`src/rtl/rr_arb4_src.sv`:
```
// rr_arb4_src: four-channel round-robin source arbiter feeding the 16-bit 4:1 selector mux.
// One word per cycle is granted in rotating-priority order and held in a single-entry
// valid/ready output register. The granted channel index is registered as sel_o so the
// downstream mux always matches the held word.
// Optional feature: define ARB_STATS_EN to add per-channel saturating grant counters
// (stats_clr_i, grant_cnt0_o..grant_cnt3_o).

module rr_arb4_src #(
    parameter int WIDTH = 16
) (
    input  logic             clk_i,
    input  logic             rst_n_i,
    input  logic [3:0]       in_valid_i,
    input  logic [WIDTH-1:0] in_data0_i,
    input  logic [WIDTH-1:0] in_data1_i,
    input  logic [WIDTH-1:0] in_data2_i,
    input  logic [WIDTH-1:0] in_data3_i,
    output logic [3:0]       in_ready_o,
    output logic [1:0]       sel_o,
    output logic             out_valid_o,
    output logic [WIDTH-1:0] out_data_o,
    input  logic             out_ready_i
`ifdef ARB_STATS_EN
    ,
    input  logic             stats_clr_i,
    output logic [7:0]       grant_cnt0_o,
    output logic [7:0]       grant_cnt1_o,
    output logic [7:0]       grant_cnt2_o,
    output logic [7:0]       grant_cnt3_o
`endif
);

    logic [1:0]       last_q, last_d;
    logic [1:0]       sel_q, sel_d;
    logic             out_valid_q, out_valid_d;
    logic [WIDTH-1:0] out_data_q, out_data_d;

    logic             free;
    logic             any_valid;
    logic             accept;
    logic [1:0]       winner;
    logic [WIDTH-1:0] win_data;

    assign free      = !out_valid_q || out_ready_i;
    assign any_valid = |in_valid_i;
    assign accept    = free && any_valid;

    // Rotating-priority search starting one past the last granted channel.
    always_comb begin
        logic       found;
        logic [1:0] idx;
        winner = last_q;
        found  = 1'b0;
        idx    = 2'd0;
        for (int i = 1; i <= 4; i++) begin
            idx = last_q + 2'(i);
            if (!found && in_valid_i[idx]) begin
                winner = idx;
                found  = 1'b1;
            end
        end
    end

    // Payload of the winning channel.
    always_comb begin
        win_data = in_data0_i;
        case (winner)
            2'd0: win_data = in_data0_i;
            2'd1: win_data = in_data1_i;
            2'd2: win_data = in_data2_i;
            2'd3: win_data = in_data3_i;
            default: win_data = in_data0_i;
        endcase
    end

    // One-hot accept back to the winning requester; zero while the output stage is full.
    always_comb begin
        in_ready_o = 4'b0000;
        if (accept) begin
            in_ready_o[winner] = 1'b1;
        end
    end

    // Next state of the output stage: an accept overwrites, a lone transfer empties.
    always_comb begin
        last_d      = last_q;
        sel_d       = sel_q;
        out_valid_d = out_valid_q;
        out_data_d  = out_data_q;
        if (accept) begin
            last_d      = winner;
            sel_d       = winner;
            out_valid_d = 1'b1;
            out_data_d  = win_data;
        end else if (out_ready_i) begin
            out_valid_d = 1'b0;
        end
    end

    // Output register stage and priority pointer.
    always_ff @(posedge clk_i or negedge rst_n_i) begin
        if (!rst_n_i) begin
            last_q      <= 2'd3;
            sel_q       <= 2'd0;
            out_valid_q <= 1'b0;
            out_data_q  <= '0;
        end else begin
            last_q      <= last_d;
            sel_q       <= sel_d;
            out_valid_q <= out_valid_d;
            out_data_q  <= out_data_d;
        end
    end

    assign sel_o       = sel_q;
    assign out_valid_o = out_valid_q;
    assign out_data_o  = out_data_q;

`ifdef ARB_STATS_EN
    logic [7:0] grant_cnt_q [4];

    // Saturating per-channel accept counters; a clear wins over a same-cycle increment.
    always_ff @(posedge clk_i or negedge rst_n_i) begin
        if (!rst_n_i) begin
            for (int k = 0; k < 4; k++) begin
                grant_cnt_q[k] <= 8'd0;
            end
        end else if (stats_clr_i) begin
            for (int k = 0; k < 4; k++) begin
                grant_cnt_q[k] <= 8'd0;
            end
        end else if (accept && (grant_cnt_q[winner] != 8'hFF)) begin
            grant_cnt_q[winner] <= grant_cnt_q[winner] + 8'd1;
        end
    end

    assign grant_cnt0_o = grant_cnt_q[0];
    assign grant_cnt1_o = grant_cnt_q[1];
    assign grant_cnt2_o = grant_cnt_q[2];
    assign grant_cnt3_o = grant_cnt_q[3];
`endif

endmodule
```
`config.mk`:
```
export PLATFORM = sky130hd
export DESIGN_NAME = rr_arb4_src
export DESIGN_NICKNAME = d
export VERILOG_FILES = /design/src/rtl/rr_arb4_src.sv
export SDC_FILE = /design/constraint.sdc
export NUM_CORES = 1
export LEC_CHECK = 0
export ABC_AREA = 1
export BUFFER_PORTS_ARGS = -buffer_cell sky130_fd_sc_hd__buf_4
export CAP_MARGIN = 20
export CORE_ASPECT_RATIO = 1.75
export CORE_MARGIN = 4
export CORE_UTILIZATION = 35
export CTS_CLUSTER_DIAMETER = 120
export CTS_CLUSTER_SIZE = 10
export DETAILED_ROUTE_END_ITERATION = 10
export GPL_TIMING_DRIVEN = 0
export SLEW_MARGIN = 0
export SYNTH_ARGS = -nofsm -noshare
export SYNTH_HDL_FRONTEND = slang
export SYNTH_SLANG_ARGS = --single-unit
```
`constraint.sdc`:
```
create_clock -name clk_i -period 3.1 [get_ports clk_i]
set_input_delay 0.62 -clock clk_i [delete_from_list [all_inputs] [get_ports clk_i]]
set_output_delay 0.62 -clock clk_i [all_outputs]
set_load 0.03 [all_outputs]
```
# After elaboration in Yosys (flattened, before gate mapping)
# Index checks and enable logic that the tools add are counted.
[word_totals] ff_bits=21 output_inout_bits=23 elab_cells=50
[op_classes] add_sub_neg=3 magnitude_cmp=6 n_eq_ne=3 muxes=21 reduce_logical=13
[ops] op="one-hot mux 16 bit (4 select lines)" count=1
[ops] op="< comparator 2 x 3 -> 1 bit (second input constant)" count=5
[ops] op="2-to-1 mux 1 bit" count=10
[ops] op="binary-select mux 1 bit (select 2 bit)" count=4
[ops] op="2-to-1 mux 2 bit" count=4
[ops] op="logical AND 1 bit" count=5
[ops] op="adder 2 bit (second input constant)" count=2
[ops] op="== test 2 bit (second input constant)" count=2
[ops] op="zero test 1 bit" count=4
[ops] op="2-to-1 mux 4 bit" count=1
[ops] op="OR reduction 4 bit" count=1
[ops] op="adder 2 x 1 -> 2 bit (second input constant)" count=1
[ops] op="demux 1 bit (select 2 bit)" count=1
[ops] op="== test 2 x 1 -> 1 bit (second input constant)" count=1
[ops] op="greater-or-equal comparator 2 x 1 -> 1 bit (second input constant)" count=1
[ops] op="zero test 2 bit" count=1
[ops] op="nonzero test 2 bit" count=1
[ops] op="logical OR 1 bit" count=1

# Longest topological paths before layout
# Gate-level depths: netlist (run 1).
[depth] word_depth=18 mapped_depth=16 depth_no_buf=14

# Least setup slack after synthesis (run 1)
# Ideal clock, no wire load.
[synth_timing] path_kind="register -> output" startpoint="reg last_q[0]" endpoint="out in_ready_o[0]" arrival_ps=2145 t_required_ps=2480 path_slack_ps=335 path_stages_with_launch=13 path_buffers=2 cell_sequence="dfstp_2 -> buf_6 -> inv_6 -> nand2_1 -> nand2_2 -> nand2_2 -> nand2_4 -> inv_2 -> nand3_2 -> nand2_2 -> nand2_4 -> buf_4 -> nor3_1"
[synth_via] elab_chain_cells=18
[synth_rtl] element="from (decl)" line_no="33" text="logic [1:0] last_q, last_d;"
[synth_rtl] element="from (signal assigned)" line_no="108" text="last_q <= last_d;"
[synth_rtl] element="adder 2 x 1 -> 2 bit" line_no="56" text="idx = last_q + 2'(i);"
[synth_rtl] element="binary-select mux 1 bit (select 2 bit)" line_no="57" text="if (!found && in_valid_i[idx]) begin"
[synth_rtl] element="2-to-1 mux 1 bit (implied by the code)" line_no="57"
[synth_rtl] element="2-to-1 mux 1 bit" line_no="57"
[synth_rtl] element="zero test 1 bit" line_no="57"
[synth_rtl] element="logical AND 1 bit" line_no="57"
[synth_rtl] element="2-to-1 mux 1 bit" line_no="57"
[synth_rtl] element="zero test 1 bit" line_no="57"
[synth_rtl] element="[2 not listed]"
[synth_rtl] element="zero test 1 bit" line_no="57"
[synth_rtl] element="logical AND 1 bit" line_no="57"
[synth_rtl] element="2-to-1 mux 2 bit (*)" line_no="57"
[synth_rtl] element="< comparator 2 x 3 -> 1 bit (implied by the code) / greater-or-equal comparator 2 x 1 -> 1 bit (equally long branches)" line_no="80" text="in_ready_o[winner] = 1'b1;"
[synth_rtl] element="logical AND 1 bit (implied by the code)" line_no="80"
[synth_rtl] element="2-to-1 mux 1 bit (implied by the code)" line_no="80"
[synth_rtl] element="demux 1 bit (select 2 bit) (*)" line_no="80"
[synth_rtl] element="2-to-1 mux 4 bit (*)" line_no="79" text="if (accept) begin"
[synth_rtl] element="to (decl)" line_no="18" text="output logic [3:0] in_ready_o,"
# Mark *: on every way between the ends. The rest lies on a longest branch, timed or not. The select of a mux whose other input is x is not followed.

# Final worst setup path (run 1)
[layout_timing] startpoint="reg last_q[0]" endpoint="out in_ready_o[2]"
# The elaborated chain is that of the path after synthesis.

==> impl_metrics.csv, run 1 <==
group,metric,value,unit
sta,slew_headroom,63.8,%
detailed_routing,routed-via-count,2060,
sta,worstMarginPinSlew,0.543,ns
synthesis,synth_flop_cell,"dfrtp_1",
sta,rsz0062_at_grt,"false",
critical_path,crit_fanout,10,
synthesis,synth_area_per_cell,7.01,um^2
critical_path,required,2.48,ns
synthesis,ys_seq_area_share,29.3,%
place,hpwlAfterDp,4910,um
synthesis,synth_xor_area_share,0,%
synthesis,synth_top_family_by_area,"simple AND/OR/NAND/NOR gates",
synthesis,ys_warn_count,0,
pwr,peakVddDrop,1.29,mV
clock_tree,clkTransAtPathRegs,0.08,ns
detailed_routing,wl_per_cell,14.9,um
critical_path,arrival,2.28,ns
synthesis,synth_mux_area_share,0,%
global_routing,grt.overflow.total,0,
place,dpl.cell_count,404,
clock_tree,clock-root-buffer,"clkbuf_8",
clock_tree,cts_max_path_buffers,2,
pwr,p_leak,1.43,nW
synthesis,postSynth.asyncResetShare,100,%
clock_tree,cts_buffers,3,
floorplan,row_count,34,
sta,maxSlewViolCount,0,
finish,fin_util,53.4,%
finish,area_growth,47.7,%
worst_hold_path,min-delay-path-class,"in -> async",
global_routing,grt_pass1_wl,9720,um
global_routing,grt_pass1_vias,2073,
global_routing,antenna_found_initial,0,
clock_tree,h-tree-depth,1,
finish,n_antenna_cell,0,
sta,period_share,93.4,%
synthesis,synthCells,257,
detailed_routing,via_per_inst,4.99,
synthesis,synth-simple-area-share,42.7,%
floorplan,die-area,6400,um^2
status,status,"finished, final reports clean",
detailed_routing,dr.pass1.iters,4,
detailed_routing,ant_nets,0,
synthesis,synth_compound_area_share,13.7,%
synthesis,synth.distinct_cells,28,
sta,setup_viol,0,
floorplan,die_y,103,um
floorplan,top_level_ports,94,
sta,setup_tns,0,ns
place,portBuffers,93,
pwr,finalPower,0.00402,W
synthesis,synthAdderAreaFrac,0,%
sta,finClkSkew,0.00297,ns
floorplan,die_width,62.2,um
clock_tree,cts_hold_buf,0,
flow_run,drv_cap,0,
critical_path,start_kind,"flop",
sta,hold_viol,0,
critical_path,crit_type,"reg -> out",
critical_path,endpoint_kind,"primary output",
clock_tree,cts_tree,"built",
detailed_routing,drc,0,
global_routing,grt_max_degree,22,
sta,fmax,345,MHz
floorplan,core_area,4980,um^2
synthesis,synth_area,1800,um^2
sta,layout_min_cycle_time,2.90,ns
floorplan,start_util,36.2,%
finish,fin_nets,431,
finish,fin_cells,413,
finish,nFillCells,528,
global_routing,grt_usage,18.9,%
detailed_routing,drt_iter0_drc,96,
synthesis,synth_edf_count,0,
place,gp_congestion,0.902,
synthesis,ys_ff_latch,21,
clock_tree,worstSkewPairLatency,0.26,ns
detailed_routing,wirelength,6150,um
pwr,p_per_area,1510,nW/um^2
finish,layout-drive-gt1-share,44.8,%
synthesis,syn_nets,328,
clock_tree,clock-sinks,21,
## cell usage in the layout (no fill, tap or decap), drive strengths merged
master	synthesis	routed
a21oi	18	18
buf	13	111
clkbuf	1	5
clkinv	1	1
dfrtp	19	19
dfstp	2	2
inv	27	27
nand2	87	87
nand3	52	52
nand4	4	4
nor2	14	14
nor3	1	1
nor4	1	1
o21ai	17	17
## state kept, by name, indices dropped and copies added (netlist names)
register and flops:
out_data_o 16, last_q 2, sel_o 2, out_valid_o 1
## area by class of cell
type	instances	area, um^2	share of cell area, %
multi-input combinational	194	1030	38.6
timing repair buffer	98	736	27.7
tap	54	67.6	2.54
buffer	14	139	5.22
clock buffer	4	45.0	1.69
inverter	28	118	4.42
sequential	21	528	19.8
## per-stage QoR
| step | hold slack, ns | setup slack, ns | area [um^2] |
|---|---|---|---|
| after floorplan | 0.324 | 0.335 | 1800 |
| after detailed placement | 0.467 | 0.368 | 2570 |
| after global routing | 0.254 | 0.0392 | 2660 |
| after CTS | 0.247 | 0.128 | 2610 |
| final | 0.242 | 0.204 | 2660 |
| after global placement | 0.466 | 0.354 | 2570 |
## worst paths after layout
kind / slack [ns] / start / depth (start not counted) / end
max: 0.20 / last_q[0]$_DFFE_PN1P_ / 13 / in_ready_o[2]
min: 0.24 / rst_n_i / 1 / out_data_o[12]$_DFFE_PN0P_
max reg2reg: 0.84 / last_q[0]$_DFFE_PN1P_ / 14 / out_data_o[6]$_DFFE_PN0P_
min reg2reg: 0.49 / out_data_o[9]$_DFFE_PN0P_ / 2 / out_data_o[9]$_DFFE_PN0P_
max in group asynchronous: 2.56 / rst_n_i / 1 / last_q[1]$_DFFE_PN1P_
min in group clk_i: 0.49 / out_data_o[9]$_DFFE_PN0P_ / 2 / out_data_o[9]$_DFFE_PN0P_
## cell families after synthesis
logic type      Yosys count
buf+inv                  42
flops                    21
compound gates           35
simple gates            159
## synthesized netlist by cell type (4+ instances only)
master,number,area (um^2)
a21oi_1,8,40.0
a21oi_2,10,87.6
buf_6,8,90.1
dfrtp_1,19,475
inv_1,22,82.6
nand2_1,73,274
nand2_2,11,68.8
nand3_1,48,240
nand3_2,4,40.0
nand4_1,4,25.0
nor2_1,12,45.0
o21ai_0,7,35.0
o21ai_2,9,78.8
## timing repair
action,4_1_cts,5_1_grt
setup endpoints to repair,0,3
endpoints found under the hold margin,0,0
buffers inserted,0,5
resized for setup,0,2
## worst max-delay path, stage by stage (launching register included)
cell     delay [ns]
dfstp_2        0.53
buf_6          0.14
inv_6          0.06
nand2_1        0.07
nand2_1        0.09
nor2_1         0.13
nand3_1        0.08
nand2_1        0.09
nand3_2        0.15
nand2_4        0.15
buf_6          0.15
nand2_1        0.10
nor2_2         0.11
buf_4          0.16
## metal layers
metal  GRT usage, %  vias up  wire length, um
met4           6.18        0              105
li1               -     1038                -
met3           3.05        8              312
met1           19.1      941             2260
met2           38.3       73             3470
met5              0        -                0
## power by group
| group | total, W | internal, W | switching, W | leakage (nW) |
|---|---|---|---|---|
| logic | 0.00334 | 0.00130 | 0.00204 | 1.16 |
| clock network | 0.000184 | 0.0000915 | 0.0000921 | 0.0228 |
| registers | 0.000491 | 0.000422 | 0.0000692 | 0.251 |
| total | 0.00402 | 0.00182 | 0.00220 | 1.43 |
(Power assumes the default switching activity.)
==> inputs of run 2 (changes only) <==
Settings changed: RECOVER_POWER from default to 100.
==> run 2 against run 1 <==
Effect of this change: worst hold slack better by 0.24 ns; final cell count unchanged; global-route usage unchanged; sequential share of layout area up 1.1 points; fmax down 0.54%; count of clock-buffer cells in the layout unchanged; sequential power down 0.8%; die area unchanged; clock power about the same; combinational power down 8.7%; via count down 0.39%; routed wire length about the same; critical endpoint is now in_ready_o[1]; largest cell class unchanged; largest power group unchanged; highest routed layer unchanged.
==> impl_metrics.csv, run 2 (same netlist as run 1, synthesis figures left out) <==
group,metric,value,unit
status,status,"finished, final reports clean",
sta,rsz0062_at_grt,"false",
floorplan,die_width,62.2,um
critical_path,r2r_cells,14,
finish,area_growth,40.2,%
finish,n_antenna_cell,0,
global_routing,grt_pass1_vias,2073,
floorplan,start_util,36.2,%
finish,fin_nets,431,
clock_tree,cts_buffers,3,
detailed_routing,ant_nets,0,
pwr,p_per_area,1480,nW/um^2
pwr,finalPower,0.00372,W
sta,fmax,343,MHz
critical_path,endpoint_kind,"primary output",
finish,layout-drive-gt1-share,36.8,%
floorplan,die_y,103,um
detailed_routing,wl_per_cell,14.9,um
worst_hold_path,min_to,"out_data_o[6]$_DFFE_PN0P_",
place,dpl.cell_count,404,
global_routing,grt_pass1_wl,9720,um
clock_tree,worstSkewPairLatency,0.26,ns
critical_path,crit_type,"reg -> out",
finish,largest_reg_flops,16,
sta,maxSlewViolCount,0,
detailed_routing,wirelength,6150,um
critical_path,timing.rr.start,"last_q[0]$_DFFE_PN1P_",
clock_tree,clkTransAtPathRegs,0.08,ns
worst_hold_path,min-delay-path-class,"reg -> reg",
place,portBuffers,93,
global_routing,antenna_found_initial,0,
clock_tree,clock-root-buffer,"clkbuf_8",
sta,setup_slack,0.188,ns
clock_tree,h-tree-depth,1,
floorplan,core_area,4980,um^2
finish,seq_area,528,um^2
global_routing,grt_usage,18.9,%
detailed_routing,drt_iter0_drc,98,
sta,setup_viol,0,
global_routing,grt.overflow.total,0,
critical_path,start_kind,"flop",
critical_path,required,2.48,ns
sta,hold_viol,0,
floorplan,row_count,34,
finish,fin_cells,413,
place,gp_congestion,0.902,
critical_path,r2r_setup_slack,0.22,ns
sta,finClkSkew,0.00448,ns
place,dpl_worst_slack,0.368,ns
clock_tree,cts_tree,"built",
detailed_routing,via_per_inst,4.97,
pwr,p_leak,1.33,nW
sta,setup_tns,0,ns
finish,mostFrequentLayoutCell,"buf_4",
worst_hold_path,hold_start,"out_data_o[6]$_DFFE_PN0P_",
finish,mostFrequentLayoutCells,"77 x buf_4, 73 x nand2_1, 48 x nand3_1, 25 x clkbuf_1, 22 x inv_1",
global_routing,grt_max_degree,22,
finish,design_area,2520,um^2
worst_hold_path,worstHoldPathCells,2,
critical_path,r2r-end,"out_data_o[6]$_DFFE_PN0P_",
finish,nFillCells,555,
place,dpl_cell_area,2570,um^2
flow_run,drv_cap,0,
clock_tree,clock-sinks,21,
critical_path,crit_fanout,10,
clock_tree,cts_hold_buf,0,
clock_tree,cts_max_path_buffers,2,
sta,period_share,93.9,%
floorplan,top_level_ports,94,
floorplan,die-area,6400,um^2
sta,worstMarginPinSlew,1.25,ns
finish,multi_input_area,992,um^2
place,hpwlAfterDp,4910,um
detailed_routing,dr.pass1.iters,4,
detailed_routing,drc,0,
detailed_routing,routed-via-count,2052,
sta,layout_min_cycle_time,2.91,ns
critical_path,arrival,2.29,ns
pwr,peakVddDrop,1.07,mV
sta,slew_headroom,16.4,%
==> run 2: cell types whose count changed in the layout (fill, tap and decap cells not counted) <==
cell,change
buf_2,+1
a21oi_2,-2
inv_6,-1
nor2_1,+1
inv_4,+1
buf_6,-2
buf_4,-23
o21ai_0,+3
clkbuf_1,+23
nor2_8,-1
o21ai_2,-3
a21oi_1,+2
clkbuf_2,+1
==> run 2: cell type report <==
| cell class | instances | share of cell area [%] |
|---|---|---|
| sequential | 21 | 20.9 |
| tap | 54 | 2.68 |
| timing repair buffer | 98 | 25.8 |
| inverter | 28 | 4.56 |
| clock buffer | 4 | 1.78 |
| buffer | 14 | 4.96 |
| multi-input combinational | 194 | 39.3 |
==> run 2: power by group <==
group	leakage, nW	internal (W)	switching [W]
Combinational	1.06	0.00109	0.00196
Clock	0.0228	0.0000916	0.0000929
Sequential	0.251	0.000421	0.0000657
Total	1.33	0.00161	0.00212
==> run 2: how the worst max path moves through the flow <==
stage	start	end	slack, ns	cells after the start
global route	last_q[0]$_DFFE_PN1P_	in_ready_o[1]	0.02	13
floorplan	last_q[0]$_DFFE_PN1P_	in_ready_o[0]	0.34	12
finish	last_q[0]$_DFFE_PN1P_	in_ready_o[1]	0.19	13
detailed placement	in_valid_i[0]	in_ready_o[0]	0.37	7
CTS	last_q[0]$_DFFE_PN1P_	in_ready_o[3]	0.13	13
global placement	in_valid_i[0]	in_ready_o[0]	0.35	7
==> run 2: critical path, stage by stage, from the launching register on <==
cell     delay, ns
dfstp_2       0.53
buf_6         0.13
inv_4         0.07
nand2_1       0.07
nand2_1       0.08
nand2_1       0.06
o21ai_1       0.11
nor2_4        0.12
nand3_2       0.12
nand2_8       0.10
buf_4         0.17
nand2_1       0.12
nor2_1        0.12
buf_2         0.21
==> run 2: through the flow <==
step	hold WS, ns	util (%)
6_report	0.483	50.7
5_1_grt	0.506	50.7
4_1_cts	0.247	52.5
3_5_place_dp	0.467	51.6
3_3_place_gp	0.466	51.6
2_1_floorplan	0.324	-
==> run 2: layer usage <==
layer	global-route usage, %	routed length, um	vias up
li1	-	-	1036
met1	19.1	2260	947
met2	38.3	3490	61
met3	3.05	286	8
met4	6.18	114	0
met5	0	0	-
==> run 2: repair_timing <==
item	in CTS	in global routing
endpoints found under the setup margin	0	3
gates resized for setup	0	2
setup buffers	0	5
